File: src/rtl/axi_lite_burst_ctrl_if.sv
// axi_lite_burst_ctrl_if: AXI4-Lite channel bundle between the burst controller and the interconnect
interface axi_lite_burst_ctrl_if #(
  parameter int ADDR_W = 32,
  parameter int DATA_W = 32
);
  logic [ADDR_W-1:0]   awaddr;
  logic                awvalid;
  logic                awready;
  logic [DATA_W-1:0]   wdata;
  logic [DATA_W/8-1:0] wstrb;
  logic                wvalid;
  logic                wready;
  logic                bvalid;
  logic                bready;
  logic [ADDR_W-1:0]   araddr;
  logic                arvalid;
  logic                arready;
  logic [DATA_W-1:0]   rdata;
  logic                rvalid;
  logic                rready;
  modport master (
    output awaddr, awvalid, wdata, wstrb, wvalid, bready, araddr, arvalid, rready,
    input  awready, wready, bvalid, arready, rdata, rvalid
  );
  modport slave (
    input  awaddr, awvalid, wdata, wstrb, wvalid, bready, araddr, arvalid, rready,
    output awready, wready, bvalid, arready, rdata, rvalid
  );
endinterface

File: src/rtl/axi_lite_burst_ctrl.sv
// axi_lite_burst_ctrl: moves cache lines as BEATS single-beat AXI4-Lite transfers, write-back before refill
module axi_lite_burst_ctrl #(
  parameter  int ADDR_W = 32,
  parameter  int DATA_W = 32,
  parameter  int BEATS  = 16,
  localparam int BW     = $clog2(BEATS),
  localparam int OB     = $clog2(DATA_W/8)
) (
  input  logic              i_clk,
  input  logic              i_arst,
  input  logic              i_wb_req,
  input  logic [ADDR_W-1:0] i_wb_addr,
  input  logic [DATA_W-1:0] i_wb_data,
  output logic [BW-1:0]     o_wb_beat,
  output logic              o_wb_done,
  input  logic              i_rf_req,
  input  logic [ADDR_W-1:0] i_rf_addr,
  output logic [DATA_W-1:0] o_rf_data,
  output logic [BW-1:0]     o_rf_beat,
  output logic              o_rf_valid,
  output logic              o_rf_done,
  output logic              o_axi_free,
  axi_lite_burst_ctrl_if.master axi
);
  typedef enum logic [2:0] {IDLE, WR_REQ, WR_RESP, RD_REQ, RD_DATA, DONE} state_t;
  state_t                   state_q, state_d;
  logic [ADDR_W-BW-OB-1:0]  base_q, base_d;
  logic [BW-1:0]            beat_q, beat_d;
  logic                     is_wr_q, is_wr_d;
  logic                     aw_done_q, aw_done_d, w_done_q, w_done_d;
  logic [DATA_W-1:0]        rf_data_q;
  logic [BW-1:0]            rf_beat_q;
  logic                     rf_valid_q;
  logic                     aw_fire, w_fire, last, r_take;
  logic [ADDR_W-1:0]        beat_addr;
  logic                     unused_low;
  assign unused_low = ^{i_wb_addr[BW+OB-1:0], i_rf_addr[BW+OB-1:0]};
  // beat index replaces the line offset, so increments never carry into the base
  assign beat_addr   = {base_q, beat_q, {OB{1'b0}}};
  assign last        = beat_q == BW'(BEATS-1);
  assign aw_fire     = axi.awvalid && axi.awready;
  assign w_fire      = axi.wvalid && axi.wready;
  assign r_take      = state_q == RD_DATA && axi.rvalid;
  assign axi.awaddr  = beat_addr;
  assign axi.araddr  = beat_addr;
  assign axi.wdata   = i_wb_data;
  assign axi.wstrb   = '1;
  assign axi.awvalid = state_q == WR_REQ && !aw_done_q;
  assign axi.wvalid  = state_q == WR_REQ && !w_done_q;
  assign axi.bready  = state_q == WR_RESP;
  assign axi.arvalid = state_q == RD_REQ;
  assign axi.rready  = state_q == RD_DATA;
  assign o_wb_beat   = beat_q;
  assign o_wb_done   = state_q == DONE && is_wr_q;
  assign o_rf_done   = state_q == DONE && !is_wr_q;
  assign o_axi_free  = state_q == IDLE;
  assign o_rf_data   = rf_data_q;
  assign o_rf_beat   = rf_beat_q;
  assign o_rf_valid  = rf_valid_q;
  always_comb begin
    state_d   = state_q;
    base_d    = base_q;
    beat_d    = beat_q;
    is_wr_d   = is_wr_q;
    aw_done_d = 1'b0;
    w_done_d  = 1'b0;
    case (state_q)
      IDLE: begin
        if (i_wb_req || i_rf_req) begin
          state_d = i_wb_req ? WR_REQ : RD_REQ;
          base_d  = i_wb_req ? i_wb_addr[ADDR_W-1:BW+OB] : i_rf_addr[ADDR_W-1:BW+OB];
          beat_d  = '0;
          is_wr_d = i_wb_req;
        end
      end
      WR_REQ: begin
        aw_done_d = aw_done_q || aw_fire;
        w_done_d  = w_done_q || w_fire;
        if (aw_done_d && w_done_d) begin
          state_d   = WR_RESP;
          aw_done_d = 1'b0;
          w_done_d  = 1'b0;
        end
      end
      WR_RESP: begin
        if (axi.bvalid) begin
          state_d = last ? DONE : WR_REQ;
          beat_d  = last ? beat_q : beat_q + 1'b1;
        end
      end
      RD_REQ:  state_d = axi.arready ? RD_DATA : RD_REQ;
      RD_DATA: begin
        if (axi.rvalid) begin
          state_d = last ? DONE : RD_REQ;
          beat_d  = last ? beat_q : beat_q + 1'b1;
        end
      end
      default: state_d = IDLE;
    endcase
  end
  always_ff @(posedge i_clk or posedge i_arst) begin
    if (i_arst) begin
      state_q    <= IDLE;
      base_q     <= '0;
      beat_q     <= '0;
      is_wr_q    <= 1'b0;
      aw_done_q  <= 1'b0;
      w_done_q   <= 1'b0;
      rf_data_q  <= '0;
      rf_beat_q  <= '0;
      rf_valid_q <= 1'b0;
    end else begin
      state_q    <= state_d;
      base_q     <= base_d;
      beat_q     <= beat_d;
      is_wr_q    <= is_wr_d;
      aw_done_q  <= aw_done_d;
      w_done_q   <= w_done_d;
      rf_valid_q <= r_take;
      if (r_take) begin
        rf_data_q <= axi.rdata;
        rf_beat_q <= beat_q;
      end
    end
  end
endmodule

File: src/flat_wrapper.sv
// flat-port wrapper written by rule: the top's interface ports become plain ports
module axi_lite_burst_ctrl_flat 
#(
  parameter  int ADDR_W = 32,
  parameter  int DATA_W = 32,
  parameter  int BEATS  = 16,
  localparam int BW     = $clog2(BEATS),
  localparam int OB     = $clog2(DATA_W/8)
)
  (i_clk, i_arst, i_wb_req, i_wb_addr, i_wb_data, o_wb_beat, o_wb_done, i_rf_req, i_rf_addr, o_rf_data, o_rf_beat, o_rf_valid, o_rf_done, o_axi_free, axi_awaddr, axi_awvalid, axi_wdata, axi_wstrb, axi_wvalid, axi_bready, axi_araddr, axi_arvalid, axi_rready, axi_awready, axi_wready, axi_bvalid, axi_arready, axi_rdata, axi_rvalid);
  axi_lite_burst_ctrl_if #(.ADDR_W(ADDR_W), .DATA_W(DATA_W)) axi_i ();
  input  logic i_clk;
  input  logic i_arst;
  input  logic i_wb_req;
  input  logic [ADDR_W-1:0] i_wb_addr;
  input  logic [DATA_W-1:0] i_wb_data;
  output logic [BW-1:0] o_wb_beat;
  output logic o_wb_done;
  input  logic i_rf_req;
  input  logic [ADDR_W-1:0] i_rf_addr;
  output logic [DATA_W-1:0] o_rf_data;
  output logic [BW-1:0] o_rf_beat;
  output logic o_rf_valid;
  output logic o_rf_done;
  output logic o_axi_free;
  output wire logic [$bits(axi_i.awaddr)-1:0] axi_awaddr;
  output wire logic [$bits(axi_i.awvalid)-1:0] axi_awvalid;
  output wire logic [$bits(axi_i.wdata)-1:0] axi_wdata;
  output wire logic [$bits(axi_i.wstrb)-1:0] axi_wstrb;
  output wire logic [$bits(axi_i.wvalid)-1:0] axi_wvalid;
  output wire logic [$bits(axi_i.bready)-1:0] axi_bready;
  output wire logic [$bits(axi_i.araddr)-1:0] axi_araddr;
  output wire logic [$bits(axi_i.arvalid)-1:0] axi_arvalid;
  output wire logic [$bits(axi_i.rready)-1:0] axi_rready;
  input wire logic [$bits(axi_i.awready)-1:0] axi_awready;
  input wire logic [$bits(axi_i.wready)-1:0] axi_wready;
  input wire logic [$bits(axi_i.bvalid)-1:0] axi_bvalid;
  input wire logic [$bits(axi_i.arready)-1:0] axi_arready;
  input wire logic [$bits(axi_i.rdata)-1:0] axi_rdata;
  input wire logic [$bits(axi_i.rvalid)-1:0] axi_rvalid;
  assign axi_awaddr = axi_i.awaddr;
  assign axi_awvalid = axi_i.awvalid;
  assign axi_wdata = axi_i.wdata;
  assign axi_wstrb = axi_i.wstrb;
  assign axi_wvalid = axi_i.wvalid;
  assign axi_bready = axi_i.bready;
  assign axi_araddr = axi_i.araddr;
  assign axi_arvalid = axi_i.arvalid;
  assign axi_rready = axi_i.rready;
  assign axi_i.awready = axi_awready;
  assign axi_i.wready = axi_wready;
  assign axi_i.bvalid = axi_bvalid;
  assign axi_i.arready = axi_arready;
  assign axi_i.rdata = axi_rdata;
  assign axi_i.rvalid = axi_rvalid;
  axi_lite_burst_ctrl #(.ADDR_W(ADDR_W), .DATA_W(DATA_W), .BEATS(BEATS)) u_core (.i_clk(i_clk), .i_arst(i_arst), .i_wb_req(i_wb_req), .i_wb_addr(i_wb_addr), .i_wb_data(i_wb_data), .o_wb_beat(o_wb_beat), .o_wb_done(o_wb_done), .i_rf_req(i_rf_req), .i_rf_addr(i_rf_addr), .o_rf_data(o_rf_data), .o_rf_beat(o_rf_beat), .o_rf_valid(o_rf_valid), .o_rf_done(o_rf_done), .o_axi_free(o_axi_free), .axi(axi_i));
endmodule
File: config.mk
export PLATFORM = sky130hd
export DESIGN_NAME = axi_lite_burst_ctrl_flat
export DESIGN_NICKNAME = d
export VERILOG_FILES = /design/src/rtl/axi_lite_burst_ctrl_if.sv /design/src/rtl/axi_lite_burst_ctrl.sv /design/src/flat_wrapper.sv
export SDC_FILE = /design/constraint.sdc
export NUM_CORES = 1
export LEC_CHECK = 0
export BUFFER_PORTS_ARGS = -buffer_cell sky130_fd_sc_hd__buf_2
export CORE_AREA = 2 2 112 114
export CTS_CLUSTER_DIAMETER = 50
export CTS_CLUSTER_SIZE = 8
export DETAILED_ROUTE_END_ITERATION = 8
export DIE_AREA = 0 0 114 116
export GPL_TIMING_DRIVEN = 0
export PLACE_DENSITY = 0.64
export SLEW_MARGIN = 5
export SYNTH_ARGS = -nofsm -noshare
export SYNTH_HDL_FRONTEND = slang
export SYNTH_SLANG_ARGS = --single-unit
File: constraint.sdc
create_clock -name i_clk -period 3.6 [get_ports i_clk]
set_input_delay 1.08 -clock i_clk [delete_from_list [all_inputs] [get_ports i_clk]]
set_output_delay 1.08 -clock i_clk [all_outputs]
set_load 0.02 [all_outputs]
Word level (Yosys, flattened, before mapping)
Cells that the tools add are included.
{"block": "word_totals", "regBits": 73, "output_inout_bits": 149, "in_bits": 137, "wordCells": 58}
{"block": "op_classes", "n_reduce_logical": 19, "add_sub_neg": 1, "mux": 19, "eq_ne": 10}
{"operator": "$mux 26", "n": 1}
{"operator": "$mux 3", "n": 7}
{"operator": "$mux 4", "n": 4}
{"operator": "$pmux 3 s5", "n": 1}
{"operator": "$pmux 4 s3", "n": 1}
{"operator": "$logic_and 1x1->1", "n": 8}
{"operator": "$reduce_and 4->1", "n": 2}
{"operator": "$eq 3x2->1 const B", "n": 2}
{"operator": "$eq 3x3->1 const B", "n": 2}
{"operator": "$ne 2x1->1 const B", "n": 3}
{"operator": "$add 4x1->4 const B", "n": 1}
{"operator": "$eq 4x4->1 const B", "n": 1}
{"operator": "$mux 1", "n": 4}
{"operator": "$eq 3x1->1 const B", "n": 1}
{"operator": "$logic_not 1->1", "n": 3}
{"operator": "$logic_not 3->1", "n": 1}
{"operator": "$logic_or 1x1->1", "n": 3}
{"operator": "$reduce_bool 3->1", "n": 1}
{"operator": "$mux 2", "n": 1}
{"operator": "$ne 2x2->1 const B", "n": 1}
{"operator": "$reduce_and 2->1", "n": 1}

Longest topological paths before layout
{"block": "logic_depth", "word_depth": 7, "depth_mapped": 6, "depth_no_buf": 5}

Worst setup path before layout
OpenSTA, ideal clock, no wires.
{"block": "synth_path", "path_type": "input to output", "startpoint": "in i_wb_data[0]", "endpoint": "out axi_wdata[0]", "required_time_ns": 2.520, "path_buffers": 1, "arrival_ns": 1.214, "cell_stages": 1, "path_slack_ns": 1.306, "cell_sequence": "buf_4"}
{"element": "start: declaration", "line_no": "flat_wrapper.sv:16", "text": "input logic [DATA_W-1:0] i_wb_data;"}
{"element": "end: declaration", "line_no": "flat_wrapper.sv:28", "text": "output wire logic [$bits(axi_i.wdata)-1:0] axi_wdata;"}
No word-level cell between the ends.

Worst setup path in the final report
{"block": "layout_path", "startpoint": "reg u_core.state_q[0]", "endpoint": "out o_wb_done"}
{"block": "layout_via", "elab_chain_len": 2}
{"element": "start: declaration", "line_no": "axi_lite_burst_ctrl.sv:26", "text": "state_t state_q, state_d;"}
{"element": "start signal: assignment", "line_no": "axi_lite_burst_ctrl.sv:113", "text": "state_q <= state_d;"}
{"element": "$eq 3x3->1", "line_no": "axi_lite_burst_ctrl.sv:54", "text": "assign o_wb_done = state_q == DONE && is_wr_q;"}
{"element": "$logic_and 1x1->1", "line_no": "axi_lite_burst_ctrl.sv:54"}
{"element": "end: declaration", "line_no": "flat_wrapper.sv:18", "text": "output logic o_wb_done;"}
Every way passes these cells.

==> results.json <==
{
  "status": "finished, final reports clean",
  "cts_buffers": 9,
  "die_width_um": 114,
  "dieArea_um2": 13200,
  "rsz0062_at_grt": "no",
  "synth_top_family_by_area": "multiplexers",
  "synth.top_cell.area_share": 0.485,
  "wl_per_cell_um": 13.1,
  "design_area_um2": 5530,
  "whs_path_depth": 1,
  "min_path_type": "register to register",
  "synth_fa_ha_area_frac": 0.00332,
  "p_comb_frac": 0.474,
  "route.met2.wl_mm": 5.08,
  "top_layer": "met4",
  "drive_gt1_frac": 0.619,
  "startpoint_type": "register",
  "worstSkewPairLatency_ns": 0.32,
  "maxSlewViolCount": 0,
  "setup_tns_ns": 0,
  "post_cts_buffers": 0,
  "max_freq_mhz": 375,
  "grt_antenna_before_repair": 1,
  "path_clk_slew_ns": 0.06,
  "dp.cells": 730,
  "clockBufferDepth": 2,
  "wl_mm": 9.81,
  "min_delay_worst_endpoint": "u_core.aw_done_q",
  "async_flop_share": 1.00,
  "synthFlopType": "dfrtp_1",
  "syn-mean-instance-area_um2": 11.0,
  "syn_area_um2": 3770,
  "synth_compound_area_frac": 0.0638,
  "postPlaceCellArea_um2": 5160,
  "endpoint_kind": "output port",
  "path_max_fanout": 10,
  "dr_wl_met3_um": 749,
  "vias": 3320,
  "synth_seq_cells": 73,
  "r2r-end": "u_core.o_rf_data[7]",
  "critical_path_arrival_ns": 1.59,
  "muxShareOfSynthArea": 0.185,
  "worstSetupPathType": "register to output port",
  "p_int_uw": 2850,
  "area_delta_synth_final_pct": 46.8,
  "relSlewSlack": 0.590,
  "htree_levels": 3,
  "finClkSkew_ns": 0.00633,
  "initial_core_util": 0.316,
  "r2r_cells": 4,
  "worstMarginPinSlew_ns": 0.613,
  "m1WireLength_mm": 3.84,
  "synth_cells": 343,
  "synth_top_cell_by_area": "dfrtp_1",
  "grt_start_max_net_pins": 41,
  "io_pins": 286,
  "p_seq_frac": 0.297,
  "post_cts_resized": 0,
  "setup_viol": 0,
  "yosysMostFrequentCell": "buf_4",
  "grt_pass1_vias": 3109,
  "via_per_inst": 4.45,
  "yosysSeqAreaShare": 0.485,
  "synth-xor-area-share": 0.00232,
  "cts_sinks": 73,
  "drc": 0,
  "coreArea_um2": 11900,
  "track_usage": 0.141,
  "cp.required_ns": 2.52,
  "r2r-start": "u_core.state_q[2]",
  "drt-pass1-iter-count": 4,
  "root_buffer": "clkbuf_16",
  "ant_nets": 0,
  "min_period_over_period": 0.741,
  "p_clk_frac": 0.230,
  "hpwl_mm": 7.91,
  "grt_pass1_wl_mm": 14.7,
  "gp_congestion": 0.808,
  "finalNonFillerCells": 746,
  "cts_tree": "done",
  "rows": 40,
  "leakage_uw": 0.00317,
  "die_h_um": 116,
  "power_switching_uw": 1880,
  "p_per_area_nw_per_um2": 855,
  "synthTopCellsByCount": "74 x buf_4, 73 x dfrtp_1, 33 x nand2_1",
  "hp-start": "u_core.w_done_q",
  "cts-hold-fix-buffers": 0,
  "synth_area_leaders": "dfrtp_1 48%, buf_4 15%, mux2_2 9.6%",
  "power_switching_share": 0.398,
  "nets": 732,
  "synth_edf_count": 0,
  "grt_overflow": 0,
  "drt_iter0_drc": 108,
  "period_needed_ns": 2.67,
  "synth.distinct_cells": 37,
  "ir_drop_mv": 0.347,
  "synth_simple_gate_area_share": 0.0830,
  "maxCapViolations": 0,
  "hold_viol": 0,
  "ys_warn_count": 0,
  "port_buffers": 233,
  "regToRegSetupSlack_ns": 1.79
}
how the worst max path moves through the flow:
| stage | slack [ns] | to | depth (start not counted) | start |
|---|---|---|---|---|
| after CTS | 0.92 | o_wb_done | 5 | u_core.state_q[0] |
| after global routing | 0.81 | o_rf_done | 6 | u_core.state_q[0] |
| after detailed placement | 1.03 | u_core.o_rf_data[7] | 5 | axi_rvalid |
| after floorplan | 0.67 | u_core.aw_done_q | 1 | i_arst |
| after global placement | -0.15 | u_core.state_q[0] | 2 | i_arst |
| final | 0.93 | o_wb_done | 5 | u_core.state_q[0] |
cells by family (layout without fill, tap and decap cells):
group	after synthesis	after routing
buffers and inverters	93	342
DFF	73	73
muxes	65	65
and+or+nand+nor	65	65
AOI/OAI and AO/OA	43	43
other	2	9
adders and majority gates	1	1
xor gates and xnor gates	1	1
state kept, by name, indices dropped and copies added (netlist names):
register / count
u_core.w_done_q: 1
u_core.o_rf_data: 32
u_core.o_rf_beat: 4
u_core.aw_done_q: 1
u_core.state_q: 3
u_core.o_wb_beat: 4
u_core.is_wr_q: 1
u_core.o_rf_valid: 1
u_core.base_q: 26
per-stage QoR:
step	hold WS, ns	util	worst slack (ns)	power, µW
global route	0.508	0.464	0.806	5040
global placement	0.464	0.432	-0.150	3640
CTS	0.484	0.464	0.919	4800
floorplan	0.449	-	0.667	2920
detailed placement	0.476	0.433	1.03	3690
finish	0.481	0.464	0.933	4730
power by group through the flow:
stage	sequential [µW]	clock (µW)	combinational, µW
finish	1400	1090	2240
global route	1450	1150	2430
CTS	1410	1120	2270
detailed placement	1420	0	2260
global placement	1400	0	2240
floorplan	1780	0	1140
cell type report:
| type | instances | area [µm²] |
|---|---|---|
| clock inverters | 5 | 128 |
| inverters | 4 | 17.5 |
| flip-flops and latches | 73 | 1830 |
| repair buffers | 234 | 1190 |
| clock buffers | 10 | 239 |
| diodes | 1 | 2.50 |
| plain buffers | 89 | 646 |
| well taps | 147 | 184 |
| fillers | 1142 | 6380 |
| multi-input cells | 183 | 1300 |
critical path: stages, from the launching register on:
cell     delay (ns)
dfrtp_1        0.43
buf_2          0.23
inv_1          0.10
nor2_1         0.16
and3_1         0.17
buf_2          0.18
layout by cell type (no fill, tap or decap), types with 2 or more instances in the layout:
master | synthesis | final
buf_2 | 9 | 242
buf_4 | 74 | 74
dfrtp_1 | 73 | 73
nand2_1 | 33 | 33
mux2_2 | 32 | 32
o21ai_0 | 29 | 29
mux2i_1 | 27 | 27
nor2_1 | 12 | 12
clkbuf_16 | 0 | 9
conb_1 | 2 | 8
mux2_1 | 6 | 6
a21oi_1 | 4 | 4
bufinv_16 | 0 | 4
clkbuf_1 | 3 | 3
nand3_1 | 3 | 3
inv_1 | 4 | 3
nor3_1 | 3 | 3
buf_6 | 3 | 3
and3b_1 | 2 | 2
nand2b_1 | 2 | 2
a211oi_1 | 2 | 2
o211ai_1 | 2 | 2
nor4_1 | 2 | 2
per-layer routing:
layer  GRT usage  up-vias
met4      0.0520        0
met5           0        -
met2       0.254      156
met3      0.0319       12
met1       0.165     1554
li1            -     1598
No activity file was read; power rests on OpenSTA's default activity.
